<file path="config.mk">
export PLATFORM = sky130hd
export DESIGN_NAME = mem_stage
export DESIGN_NICKNAME = d
export VERILOG_FILES = /design/src/rtl/mem_stage.sv
export SDC_FILE = /design/constraint.sdc
export NUM_CORES = 1
export LEC_CHECK = 0
export BUFFER_PORTS_ARGS = -buffer_cell sky130_fd_sc_hd__buf_2
export CORE_ASPECT_RATIO = 2
export CORE_MARGIN = 2
export CORE_UTILIZATION = 50
export DETAILED_ROUTE_END_ITERATION = 7
export GPL_TIMING_DRIVEN = 0
export PLACE_DENSITY = 0.8
export SLEW_MARGIN = 5
export SYNTH_ARGS = -nofsm -noshare
export SYNTH_HDL_FRONTEND = slang
export SYNTH_SLANG_ARGS = --single-unit
</file>
<file path="constraint.sdc">
create_clock -name clk -period 1.9 [get_ports clk]
set_clock_uncertainty 0.1 [all_clocks]
set_input_delay 0.57 -clock clk [delete_from_list [all_inputs] [get_ports clk]]
set_output_delay 0.57 -clock clk [all_outputs]
set_load 0.01 [all_outputs]
</file>
<file path="src/rtl/mem_stage.sv">
// mem_stage: MEM pipeline stage with one outstanding bus access, load extraction and a bus timeout.
// Define MEM_MISALIGN_TRAP_EN to trap misaligned half/word accesses instead of performing them.
module mem_stage #(
  parameter int unsigned TIMEOUT_CYCLES = 255
) (
  input  logic        clk,
  input  logic        rst_n,
  input  logic        in_valid,
  output logic        in_ready,
  input  logic [31:0] ALU_result,
  input  logic [31:0] StoreData,
  input  logic        MemRead,
  input  logic        MemWrite,
  input  logic [2:0]  funct3,
  input  logic [4:0]  rd,
  input  logic        RegWrite,
  output logic        mem_req,
  output logic        mem_we,
  output logic [31:0] mem_addr,
  output logic [3:0]  mem_wstrb,
  output logic [31:0] mem_wdata,
  input  logic [31:0] mem_rdata,
  input  logic        mem_ack,
  output logic        out_valid,
  output logic [4:0]  out_rd,
  output logic        out_regwrite,
  output logic [31:0] wb_result,
  output logic        stall,
  output logic        bus_err
`ifdef MEM_MISALIGN_TRAP_EN
  ,
  output logic        misalign
`endif
);

  // Handshake: an instruction is taken on an edge with in_valid & in_ready; there is no
  // downstream backpressure, out_valid is a one-cycle pulse per completed instruction.
  typedef enum logic {IDLE, BUSY} state_t;

  localparam logic [7:0] CNT_LAST = 8'(TIMEOUT_CYCLES - 1);

  state_t      state_q;
  logic [7:0]  cnt_q;
  logic        mem_req_q, mem_we_q, out_valid_q, out_regwrite_q, bus_err_q;
  logic [31:0] mem_addr_q, mem_wdata_q, wb_result_q;
  logic [3:0]  mem_wstrb_q;
  logic [4:0]  out_rd_q, rd_q;
  logic [2:0]  f3_q;
  logic [1:0]  lo_q;
  logic        store_q, regwrite_q;

  logic        is_mem;
  logic [3:0]  st_strb_d;
  logic [31:0] st_data_d, ld_data_d;
  logic [7:0]  ld_byte;
  logic [15:0] ld_half;

  assign is_mem   = MemRead | MemWrite;
  assign in_ready = (state_q == IDLE);
  assign stall    = (state_q == BUSY) | (in_valid & is_mem & (state_q == IDLE));

  // funct3[1:0] gives the access size for both loads and stores: 00 byte, 01 half, else word.
  always_comb begin
    st_strb_d = 4'b1111;
    st_data_d = StoreData;
    case (funct3[1:0])
      2'b00: begin
        st_strb_d = 4'b0001 << ALU_result[1:0];
        st_data_d = {4{StoreData[7:0]}};
      end
      2'b01: begin
        st_strb_d = ALU_result[1] ? 4'b1100 : 4'b0011;
        st_data_d = {2{StoreData[15:0]}};
      end
      default: ;
    endcase
  end

  always_comb begin
    ld_byte = mem_rdata[7:0];
    case (lo_q)
      2'd1:    ld_byte = mem_rdata[15:8];
      2'd2:    ld_byte = mem_rdata[23:16];
      2'd3:    ld_byte = mem_rdata[31:24];
      default: ;
    endcase
    ld_half   = lo_q[1] ? mem_rdata[31:16] : mem_rdata[15:0];
    ld_data_d = mem_rdata;
    case (f3_q)
      3'b000:  ld_data_d = {{24{ld_byte[7]}}, ld_byte};
      3'b100:  ld_data_d = {24'b0, ld_byte};
      3'b001:  ld_data_d = {{16{ld_half[15]}}, ld_half};
      3'b101:  ld_data_d = {16'b0, ld_half};
      default: ;
    endcase
  end

`ifdef MEM_MISALIGN_TRAP_EN
  logic misalign_q;
  logic misaligned;
  assign misaligned = ((funct3[1:0] == 2'b01) & ALU_result[0]) |
                      (funct3[1] & (ALU_result[1:0] != 2'b00));
  assign misalign   = misalign_q;
`endif

  always_ff @(posedge clk or negedge rst_n) begin
    if (!rst_n) begin
      state_q        <= IDLE;
      cnt_q          <= '0;
      mem_req_q      <= 1'b0;
      mem_we_q       <= 1'b0;
      mem_addr_q     <= '0;
      mem_wstrb_q    <= '0;
      mem_wdata_q    <= '0;
      out_valid_q    <= 1'b0;
      out_rd_q       <= '0;
      out_regwrite_q <= 1'b0;
      wb_result_q    <= '0;
      bus_err_q      <= 1'b0;
      rd_q           <= '0;
      f3_q           <= '0;
      lo_q           <= '0;
      store_q        <= 1'b0;
      regwrite_q     <= 1'b0;
`ifdef MEM_MISALIGN_TRAP_EN
      misalign_q     <= 1'b0;
`endif
    end else begin
      out_valid_q <= 1'b0;
      bus_err_q   <= 1'b0;
`ifdef MEM_MISALIGN_TRAP_EN
      misalign_q  <= 1'b0;
`endif
      case (state_q)
        IDLE: begin
          if (in_valid) begin
            if (!is_mem) begin
              out_valid_q    <= 1'b1;
              out_rd_q       <= rd;
              out_regwrite_q <= RegWrite;
              wb_result_q    <= ALU_result;
            end
`ifdef MEM_MISALIGN_TRAP_EN
            else if (misaligned) begin
              out_valid_q    <= 1'b1;
              out_rd_q       <= rd;
              out_regwrite_q <= 1'b0;
              misalign_q     <= 1'b1;
            end
`endif
            else begin
              state_q     <= BUSY;
              cnt_q       <= '0;
              mem_req_q   <= 1'b1;
              mem_we_q    <= MemWrite;
              mem_addr_q  <= {ALU_result[31:2], 2'b00};
              mem_wstrb_q <= MemWrite ? st_strb_d : 4'b0000;
              mem_wdata_q <= MemWrite ? st_data_d : 32'h0;
              rd_q        <= rd;
              f3_q        <= funct3;
              lo_q        <= ALU_result[1:0];
              store_q     <= MemWrite;
              regwrite_q  <= RegWrite;
            end
          end
        end
        BUSY: begin
          // An ack on the last counted cycle wins over the timeout.
          if (mem_ack) begin
            state_q        <= IDLE;
            mem_req_q      <= 1'b0;
            mem_we_q       <= 1'b0;
            mem_wstrb_q    <= 4'b0000;
            out_valid_q    <= 1'b1;
            out_rd_q       <= rd_q;
            out_regwrite_q <= regwrite_q & ~store_q;
            if (!store_q) wb_result_q <= ld_data_d;
          end else if (cnt_q == CNT_LAST) begin
            state_q        <= IDLE;
            mem_req_q      <= 1'b0;
            mem_we_q       <= 1'b0;
            mem_wstrb_q    <= 4'b0000;
            out_valid_q    <= 1'b1;
            out_rd_q       <= rd_q;
            out_regwrite_q <= 1'b0;
            bus_err_q      <= 1'b1;
          end else begin
            cnt_q <= cnt_q + 8'd1;
          end
        end
        default: state_q <= IDLE;
      endcase
    end
  end

  assign mem_req      = mem_req_q;
  assign mem_we       = mem_we_q;
  assign mem_addr     = mem_addr_q;
  assign mem_wstrb    = mem_wstrb_q;
  assign mem_wdata    = mem_wdata_q;
  assign out_valid    = out_valid_q;
  assign out_rd       = out_rd_q;
  assign out_regwrite = out_regwrite_q;
  assign wb_result    = wb_result_q;
  assign bus_err      = bus_err_q;

endmodule

</file>
==> metrics.md, run 1 <==
| Metric | Value |
|---|---|
| Vias/cell | `between 5 and 6` |
| Path type of the worst min-delay path | `input pin to flop` |
| DP HPWL | `around 14000 µm` |
| Post-Layout Cell Count | `1074` |
| Most frequent cells in the layout | `227 x buf_2, 174 x nand2_1, 127 x dfrtp_1, 42 x nor2_1, 37 x o21ai_0` |
| Max VDD drop | `~880 µV` |
| Overflow after GRT | `0` |
| Initial antenna violation count | `0` |
| Max-Cap Viols | `0` |
| Clk Latency, worst-skew pair | `approximately 0.42 ns` |
| CTS tree | `done` |
| Status | `complete, but fails checks` |
| Port buffer count | `~220` |
| Per-cell routed wire length | `around 19 µm` |
| Final worst-path cycle share | `101.5%` |
| Pre-Repair DR Iteration Count | `6` |
| H-tree levels | `4` |
| # DRC | `0` |
| Final count of pins violating max slew | `0` |
| Worst Setup End Kind | `output pin` |
| # IOs | `~220` |
| Worst path required time | `about 1.2 ns` |
| CTS Root Buffer Type | `clkbuf_16` |
| Slew margin rel. | `~57%` |
| Synthesized area | `between 6000 and 7000 µm²` |
| Clock Path Buffers | `2` |
| Dpl ws | `-0.3017 ns` |
| Synth warn | `0` |
| Global placement routability congestion | `0.9302` |
| Failing checks | `negative setup slack` |
| Placed insts | `slightly above 1000` |
| Min Tclk post-route | `approximately 1.9 ns` |
| First-pass GRT wire length | `30870 µm` |
| Vias in the first global route | `5891` |
| Final Hold Viols | `0` |
| WHS | `approximately 0.26 ns` |
| CP max FO | `4` |
| WL final | `around 20000 µm` |
| FF-to-FF setup slack | `roughly 0.030 ns` |
| Die Y-Extent | `162.7 µm` |
| Num CTS Buffers | `17` |
| 1st-iter DRT viols | `490` |
| Actual slew at the worst max-slew pin | `between 0.6 and 0.7 ns` |
| # setup viols final | `2` |
| Total Routing Usage GR | `29.02%` |
| Mapped Cells | `around 660` |
| Detailed-route via count | `6087` |
| Critical Path AT | `1.26 ns` |
| Critical path startpoint category | `flop` |
| Count of cell types in the netlist | `59` |
| Clk sinks | `roughly 130` |
| Die Wd | `83.34 µm` |
| Worst-path clk slew | `approximately 0.060 ns` |
| Synthesis-stage register bit count | `about 130` |
| Most common cell after layout, fill and taps aside | `buf_2` |
| FP Rows | `just under 60` |
| Crit path kind | `flop to output pin` |
| Starting Density | `50.73%` |
| Layout area overhead | `34.29%` |
| Ant diodes | `0` |
| Leak | `~4.2 nW` |
| Final nets | `a little over 1000` |
| Post-synthesis sequential area ratio | `51.28%` |
| Asr flop ratio synth | `100.0%` |
| Fmax | `518.4 MHz` |
| Post-synth EDFFs | `0` |
| Main synth FF type | `dfrtp_1` |
| Largest net degree at the start of global routing | `between 90 and 100` |
| Synth Area per Inst | `between 9 and 10 µm²` |
| Core area | `12410 µm²` |
| Final setup margin | `-0.02890 ns` |
| Layout cells sized above 1 | `around 38%` |
| Routed Antenna Nets | `0` |
| RSZ-0062 raised after global routing | `true` |
| Power Dens Cells | `about 1200 nW/µm²` |
| Die area | `approximately 14000 µm²` |
-- synth_stat cells (3+ instances only) --
cell       instances  area, µm²
o2bb2ai_1          5      43.79
buf_2             20      100.1
dfrtp_1          129       3228
buf_6              3      33.78
a211oi_2          11      137.6
a211oi_1           6      45.04
nand3_1            3      15.01
nand2b_1           4      25.02
o22ai_1            3      18.77
a2bb2oi_1          6      52.55
nor3_1            35      175.2
a22o_1             8      70.07
buf_4              5      37.54
mux2_2            18      202.7
inv_1              8      30.03
clkbuf_1          20      75.07
o211ai_1           8      60.06
mux2i_1           20      200.2
a221oi_1           7      61.31
nand2_1          175      656.9
nor2_1            42      157.7
o21ai_0           38      190.2
o22a_1             6      52.55
a21oi_1           20      100.1
nor2b_1           19      118.9
-- metrics by stage --
stage          setup TNS (ns)  cell area [µm²]  util (%)  total power [mW]
6_report             -0.04520             8453     68.12             10.31
5_1_grt               -0.1656             8453     68.12             10.80
4_1_cts               -0.2333             8343     67.23             10.25
3_5_place_dp           -14.09             7616     61.37             7.017
3_3_place_gp          -212.83             7582     61.10             6.910
2_1_floorplan               0             6299         -             5.654
-- worst max-delay path, cell delays in order, from the launching register on --
cell and delay (ns):
dfrtp_2 0.45, buf_8 0.15, inv_8 0.05, buf_8 0.10, buf_6 0.10
-- state kept, by name, indices dropped and copies added (netlist names) --
register and flops:
rd_q 5, mem_wdata 32, state_q 1, cnt_q 8
mem_req 1, mem_addr 30, mem_we 1, mem_wstrb 4
regwrite_q 1, store_q 1, out_valid 1, wb_result 32
out_rd 5, bus_err 1, f3_q 3, lo_q 2
out_regwrite 1
-- kinds of logic (layout without fill, tap and decap cells) --
group           Yosys count  in the layout  share of synthesized area, %
compound gates          138            138                         16.06
xor+xnor                  2              2                        0.2783
fa+ha+maj                 2              2                        0.3975
buf+inv                  59            318                         4.572
flops                   129            129                         51.28
mux                      40             40                         7.116
other cells               1              2                       0.05957
simple gates            293            293                         20.23
-- worst paths after layout --
check,startpoint,end,cells after the start
min reg2reg,rd_q[4],rd_q[4],2
max reg2reg,state_q,wb_result[16],7
min in group asynchronous,rst_n,mem_wdata[11],2
min,rd[4],rd_q[4],3
max in group asynchronous,rst_n,state_q,3
max,state_q,in_ready,4
-- report_power, final --
| group | switching (mW) | total (mW) | internal (mW) |
|---|---|---|---|
| registers | 0.409 | 3.90 | 3.49 |
| clock network | 1.31 | 3.13 | 1.82 |
| logic | 1.90 | 3.29 | 1.39 |
| total | 3.62 | 10.3 | 6.69 |
-- area by class of cell --
cell class / count / area [µm²]
Sequential cell: 129 / 3231
Multi-Input combinational cell: 477 / 2914
Buffer: 48 / 292.8
Inverter: 9 / 41.29
Clock inverter: 14 / 132.6
Timing Repair Buffer: 229 / 1225
Tap cell: 150 / 187.7
Fill cell: 962 / 3956
Clock buffer: 18 / 429.2
-- per-layer routing --
layer | global-route usage (%) | routed length (µm)
met3 | 8.363 | 1845
met2 | 45.01 | 9625
met4 | 11.62 | 589
met5 | 0 | 0
met1 | 38.49 | 7823
-- what timing repair did --
action                                  in CTS  in global routing
endpoints found under the hold margin       35                  0
cloned                                       0                  0
buffers inserted                             4                  4
endpoints found under the setup margin      18                 85
resized for setup                           29                 39
pin swaps                                    1                  4
hold buffers                                 1                  0
Power figures use the tool's default switching activity.
==> run 2, diff against run 1 <==
--- a/config.mk
+++ b/config.mk
@@ -6,13 +6,13 @@
 export NUM_CORES = 1
 export LEC_CHECK = 0
 export BUFFER_PORTS_ARGS = -buffer_cell sky130_fd_sc_hd__buf_2
-export CORE_ASPECT_RATIO = 2
+export CORE_ASPECT_RATIO = 0.6
 export CORE_MARGIN = 2
 export CORE_UTILIZATION = 50
 export DETAILED_ROUTE_END_ITERATION = 7
 export GPL_TIMING_DRIVEN = 0
 export PLACE_DENSITY = 0.8
-export SLEW_MARGIN = 5
+export SLEW_MARGIN = 15
 export SYNTH_ARGS = -nofsm -noshare
 export SYNTH_HDL_FRONTEND = slang
 export SYNTH_SLANG_ARGS = --single-unit
==> metrics.md, run 2 (synthesis gave the netlist of run 1 again) <==
| Metric | Value |
|---|---|
| Vias/cell | `about 5.6` |
| H-tree levels | `4` |
| Global placement routability congestion | `~0.96` |
| Startpoint of the worst-slack reg-to-reg timing path | `state_q` |
| Final nets | `slightly above 1000` |
| Die area | `around 14000 µm²` |
| 1st-iter DRT viols | `643` |
| Per-cell routed wire length | `about 19 µm` |
| CTS tree | `done` |
| Core Util, Final | `69.76%` |
| Worst path required time | `~1.2 ns` |
| Power Dens Cells | `roughly 1200 nW/µm²` |
| Clock Path Buffers | `2` |
| Combinational group share of total power | `32.0%` |
| Actual slew at the worst max-slew pin | `0.6785 ns` |
| Detailed-route via count | `6094` |
| Initial antenna violation count | `0` |
| Worst Setup End Kind | `output pin` |
| Num CTS Buffers | `17` |
| Final count of pins violating max slew | `0` |
| Most frequent cells in the layout | `226 x buf_2, 174 x nand2_1, 128 x dfrtp_1, 42 x nor2_1, 38 x o21ai_0` |
| Vias in the first global route | `approximately 5900` |
| CTS Root Buffer Type | `clkbuf_16` |
| WHS | `about 0.027 ns` |
| WL final | `~21000 µm` |
| Layout area overhead | `34.96%` |
| Largest net degree at the start of global routing | `71` |
| # IOs | `between 200 and 250` |
| Top delay family on crit path | `compound AO/OA/AOI/OAI gates` |
| Flop pwr share | `approximately 38%` |
| Crit path cell chain | `buf_2, o21ai_0, nand2_4, buf_6` |
| Final Hold Viols | `0` |
| DP HPWL | `between 15000 and 20000 µm` |
| P_int | `between 6 and 7 mW` |
| Reg-to-reg critical path endpoint | `wb_result[26]` |
| Final setup margin | `-0.05872 ns` |
| Starting Density | `a little over 50%` |
| Leak | `roughly 4.2 nW` |
| Pre-Repair DR Iteration Count | `5` |
| Hold buffers post-CTS | `0` |
| Slew margin rel. | `54.76%` |
| Die Y-Extent | `just over 90 µm` |
| Most common cell after layout, fill and taps aside | `buf_2` |
| Path type of the worst min-delay path | `input pin to asynchronous set/reset pin` |
| Layout fillers | `roughly 930` |
| Dpl ws | `-0.3560 ns` |
| Max-Cap Viols | `0` |
| Final instance area | `roughly 8500 µm²` |
| Clk Latency, worst-skew pair | `roughly 0.42 ns` |
| Clock Power Share | `30.5%` |
| Worst-path clk slew | `0.06 ns` |
| FF-to-FF setup slack | `around 0.030 ns` |
| Ant diodes | `0` |
| Final worst-path cycle share | `103.1%` |
| Total Routing Usage GR | `about a third` |
| Placed insts | `1050` |
| Largest stage delay, worst path | `approximately 0.33 ns` |
| # DRC | `0` |
| Sw Ratio | `between 30% and 40%` |
| Worst Path Buf+Inv | `2` |
| Failing checks | `negative setup slack` |
| Port buffer count | `around 220` |
| Critical Path AT | `1.29 ns` |
| Post-Layout Cell Count | `approximately 1100` |
| Clk sinks | `between 100 and 150` |
| Min Tclk post-route | `1.959 ns` |
| CP max FO | `6` |
| Status | `complete, but fails checks` |
| Max VDD drop | `about 820 µV` |
| # setup viols final | `2` |
| Overflow after GRT | `0` |
| FP Rows | `31` |
| R2R depth | `5` |
| Critical path startpoint category | `input pin` |
| Layout cells sized above 1 | `between 30% and 40%` |
| Routed Antenna Nets | `0` |
| Fmax | `~510 MHz` |
| Dpl cell area | `7635 µm²` |
| First-pass GRT wire length | `32460 µm` |
| Crit path kind | `input pin to output pin` |
| RSZ-0062 raised after global routing | `true` |
| Core area | `12180 µm²` |
| Die Wd | `between 100 and 150 µm` |
| P_sw | `approximately 3.7 mW` |
| CP max-delay cell | `o21ai_0` |
## run 2: worst max-delay path by stage
| stage | startpoint | endpoint | slack (ns) | cells past startpoint |
|---|---|---|---|---|
| floorplan | cnt_q[0] | out_rd[0] | 0.15 | 6 |
| global placement | rst_n | mem_addr[25] | -1.57 | 1 |
| detailed placement | state_q | in_ready | -0.36 | 5 |
| CTS | state_q | in_ready | -0.08 | 5 |
| global route | MemWrite | stall | -0.09 | 4 |
| finish | MemWrite | stall | -0.06 | 4 |
## run 2: metrics by stage
step                setup TNS (ns)  total power [mW]
global placement           -208.44             6.994
global route               -0.2654             10.96
floorplan                        0             5.654
detailed placement          -10.24             7.060
CTS                        -0.1507             10.34
finish                     -0.1020             10.42
## run 2: final cells by class
class	count	area, µm²	area share, %
Sequential cell	129	3229	38.01
Multi-Input combinational cell	477	2894	34.06
Timing Repair Buffer	230	1217	14.33
Clock buffer	19	442.9	5.214
Buffer	48	332.8	3.918
Tap cell	165	206.4	2.430
Clock inverter	13	126.4	1.487
Inverter	9	46.29	0.5449
## run 2: repair_timing
item | 4_1_cts | 5_1_grt
buffers inserted | 8 | 2
setup endpoints to repair | 10 | 74
resized for setup | 23 | 49
pin swaps | 2 | 2
## run 2: power groups by stage
stage	Combinational [mW]	Sequential [mW]	Clock, mW
6_report	3.33	3.91	3.18
5_1_grt	3.61	4.00	3.34
4_1_cts	3.26	3.88	3.20
3_5_place_dp	3.15	3.91	0
3_3_place_gp	3.08	3.91	0
2_1_floorplan	1.43	4.22	0
## run 2: metal layers
| layer | up-vias | track usage, % | wire length, µm |
|---|---|---|---|
| li1 | 2783 | - | - |
| met1 | 2935 | 50.10 | 9774 |
| met2 | 337 | 42.17 | 8629 |
| met3 | 39 | 7.172 | 2126 |
| met4 | 0 | 9.603 | 352 |
| met5 | - | 0 | 0 |
==> run 3, diff against run 2 <==
--- a/config.mk
+++ b/config.mk
@@ -8,10 +8,10 @@
 export BUFFER_PORTS_ARGS = -buffer_cell sky130_fd_sc_hd__buf_2
 export CORE_ASPECT_RATIO = 0.6
 export CORE_MARGIN = 2
-export CORE_UTILIZATION = 50
+export CORE_UTILIZATION = 30
 export DETAILED_ROUTE_END_ITERATION = 7
 export GPL_TIMING_DRIVEN = 0
-export PLACE_DENSITY = 0.8
+export RECOVER_POWER = 100
 export SLEW_MARGIN = 15
 export SYNTH_ARGS = -nofsm -noshare
 export SYNTH_HDL_FRONTEND = slang
==> constraint.sdc (replaced) <==
create_clock -name clk -period 1.9 [get_ports clk]
set_clock_uncertainty 0.1 [all_clocks]
set_input_delay 0.57 -clock clk [delete_from_list [all_inputs] [get_ports clk]]
set_output_delay 0.57 -clock clk [all_outputs]
set_load 0.05 [all_outputs]
==> metrics.md, run 3 (synthesis gave the netlist of run 1 again) <==
| Metric | Value |
|---|---|
| Clk Latency, worst-skew pair | `between 0.4 and 0.5 ns` |
| Combinational group share of total power | `between 40% and 50%` |
| DP HPWL | `between 15000 and 20000 µm` |
| # IOs | `roughly 220` |
| Slew margin rel. | `53.63%` |
| Per-cell routed wire length | `approximately 19 µm` |
| Most common cell after layout, fill and taps aside | `buf_2` |
| Max-Cap Viols | `0` |
| Vias in the first global route | `about 5700` |
| Clk sinks | `about 130` |
| CTS tree | `done` |
| Fmax | `roughly 500 MHz` |
| Initial antenna violation count | `3` |
| Startpoint of the worst-slack reg-to-reg timing path | `state_q` |
| Final nets | `1035` |
| Most frequent cells in the layout | `227 x buf_2, 174 x nand2_1, 128 x dfrtp_1, 37 x o21ai_0, 35 x nor2_1` |
| Layout fillers | `2017` |
| Worst setup path startpoint | `state_q` |
| # DRC | `0` |
| Post-Layout Cell Count | `approximately 1200` |
| Core area | `around 20000 µm²` |
| FP Rows | `40` |
| 1st-iter DRT viols | `just over 500` |
| Worst Path Buf+Inv | `5` |
| Final worst-path cycle share | `104.5%` |
| Power Dens Cells | `between 1000 and 1500 nW/µm²` |
| RSZ-0062 raised after global routing | `true` |
| Placed insts | `between 1000 and 1500` |
| Top delay family on crit path | `buffers and inverters` |
| CTS Root Buffer Type | `clkbuf_16` |
| # setup viols final | `6` |
| Routed Antenna Nets | `0` |
| Failing checks | `negative setup slack` |
| Core Util, Final | `roughly 44%` |
| Actual slew at the worst max-slew pin | `0.6956 ns` |
| Clock Path Buffers | `2` |
| Sw Ratio | `between 40% and 50%` |
| CP max-delay cell | `dfrtp_1` |
| CP most frequent cell | `buf_12` |
| Layout area overhead | `41.78%` |
| R2R depth | `7` |
| Final instance area | `~8900 µm²` |
| Max VDD drop | `roughly 800 µV` |
| Min Tclk post-route | `slightly below 2 ns` |
| Clock Power Share | `~26%` |
| Crit path cell chain | `buf_6, buf_12, clkinv_8, buf_8, buf_12` |
| Leak | `4.360 nW` |
| Final count of pins violating max slew | `0` |
| Min-Delay Path Depth | `3` |
| FF-to-FF setup slack | `-0.01 ns` |
| Worst Hold End | `rd_q[2]` |
| P_int | `6.900 mW` |
| Final Hold Viols | `0` |
| Detailed-route via count | `6060` |
| Largest net degree at the start of global routing | `83` |
| Reg-to-reg critical path endpoint | `wb_result[17]` |
| Num CTS Buffers | `17` |
| P_sw | `6.078 mW` |
| Overflow after GRT | `0` |
| Worst-path clk slew | `0.07 ns` |
| Status | `complete, but fails checks` |
| Global placement routability congestion | `~0.9` |
| Area of the multi-input gates | `approximately 3000 µm²` |
| Reg area | `3229 µm²` |
| Critical Path AT | `approximately 1.3 ns` |
| CP max FO | `4` |
| Layout cells sized above 1 | `about two fifths` |
| Vias/cell | `between 5 and 6` |
| Path type of the worst min-delay path | `input pin to flop` |
| Starting Density | `between 30 and 40%` |
| Port buffer count | `roughly 220` |
| Final setup margin | `-0.08525 ns` |
| Worst min-delay path startpoint | `rd[2]` |
| Largest stage delay, worst path | `between 0.3 and 0.4 ns` |
| Die area | `between 20000 and 25000 µm²` |
| First-pass GRT wire length | `approximately 35000 µm` |
| H-tree levels | `4` |
| Worst path required time | `~1.2 ns` |
| Accumulated negative setup slack | `-0.1857 ns` |
| Crit path kind | `flop to output pin` |
| Worst Setup End Kind | `output pin` |
| Die Y-Extent | `between 100 and 150 µm` |
| Flop pwr share | `between 30% and 40%` |
| Total Routing Usage GR | `a little over a fifth` |
| Dpl cell area | `slightly below 8000 µm²` |
| WL final | `23490 µm` |
| Die Wd | `around 190 µm` |
| Critical path startpoint category | `flop` |
| Pre-Repair DR Iteration Count | `5` |
-- run 3: changes by cell type in the layout (fill, tap and decap cells not counted), moves of 5 or more --
| cell | change |
|---|---|
| buf_8 | +5 |
| inv_8 | +6 |
| nor2_1 | -7 |
| nor2_2 | +7 |
-- run 3: metrics by stage --
step           setup slack [ns]  hold slack [ns]  total power, mW
6_report               -0.08525           0.2477            12.98
4_1_cts                 -0.1442           0.2329            12.76
3_3_place_gp             -1.743           0.3540            9.244
3_5_place_dp            -0.4885           0.3574            9.281
5_1_grt                 -0.1568           0.2389            13.62
2_1_floorplan            0.1407           0.1744            7.739
-- run 3: what timing repair did --
item / CTS / global route
hold buffers: 1 / 0
setup endpoints to repair: 35 / 65
buffers inserted: 6 / 10
endpoints found under the hold margin: 47 / 0
pin swaps: 2 / 11
cloned: 0 / 3
resized for setup: 24 / 80
-- run 3: worst min-delay path, cell delays in order --
cell and delay [ns]:
buf_2 0.08, nand2_1 0.04, nand2_1 0.05
-- run 3: cell type report --
| type | count | share of cell area, % |
|---|---|---|
| inverters | 9 | 0.5187 |
| flip-flops and latches | 129 | 36.18 |
| clock buffers | 17 | 4.767 |
| diodes | 2 | 0.05608 |
| repair buffers | 240 | 15.21 |
| well taps | 273 | 3.827 |
| clock inverters | 15 | 1.837 |
| plain buffers | 48 | 3.813 |
| multi-input cells | 477 | 33.79 |
-- run 3: power by group through the flow --
stage | clock (mW) | sequential [mW] | combinational [mW]
5_1_grt | 3.56 | 4.02 | 6.05
6_report | 3.34 | 3.91 | 5.72
3_3_place_gp | 0 | 3.92 | 5.32
4_1_cts | 3.42 | 3.89 | 5.45
2_1_floorplan | 0 | 6.28 | 1.46
3_5_place_dp | 0 | 3.93 | 5.35
-- run 3: how the worst max path moves through the flow --
stage	to	slack, ns	depth (start not counted)
after floorplan	in_ready	0.14	4
after global placement	mem_addr[25]	-1.74	1
after detailed placement	mem_wdata[20]	-0.49	4
after CTS	in_ready	-0.14	5
after global routing	wb_result[10]	-0.16	7
final	in_ready	-0.09	5
-- run 3: metal layers --
| metal | up-vias | GRT usage (%) | share of wire (%) |
|---|---|---|---|
| met4 | 2 | 4.858 | 0.74 |
| li1 | 2820 | - | - |
| met3 | 19 | 8.504 | 11 |
| met1 | 2959 | 32.33 | 49 |
| met2 | 260 | 27.20 | 39 |
| met5 | - | 0 | 0.055 |
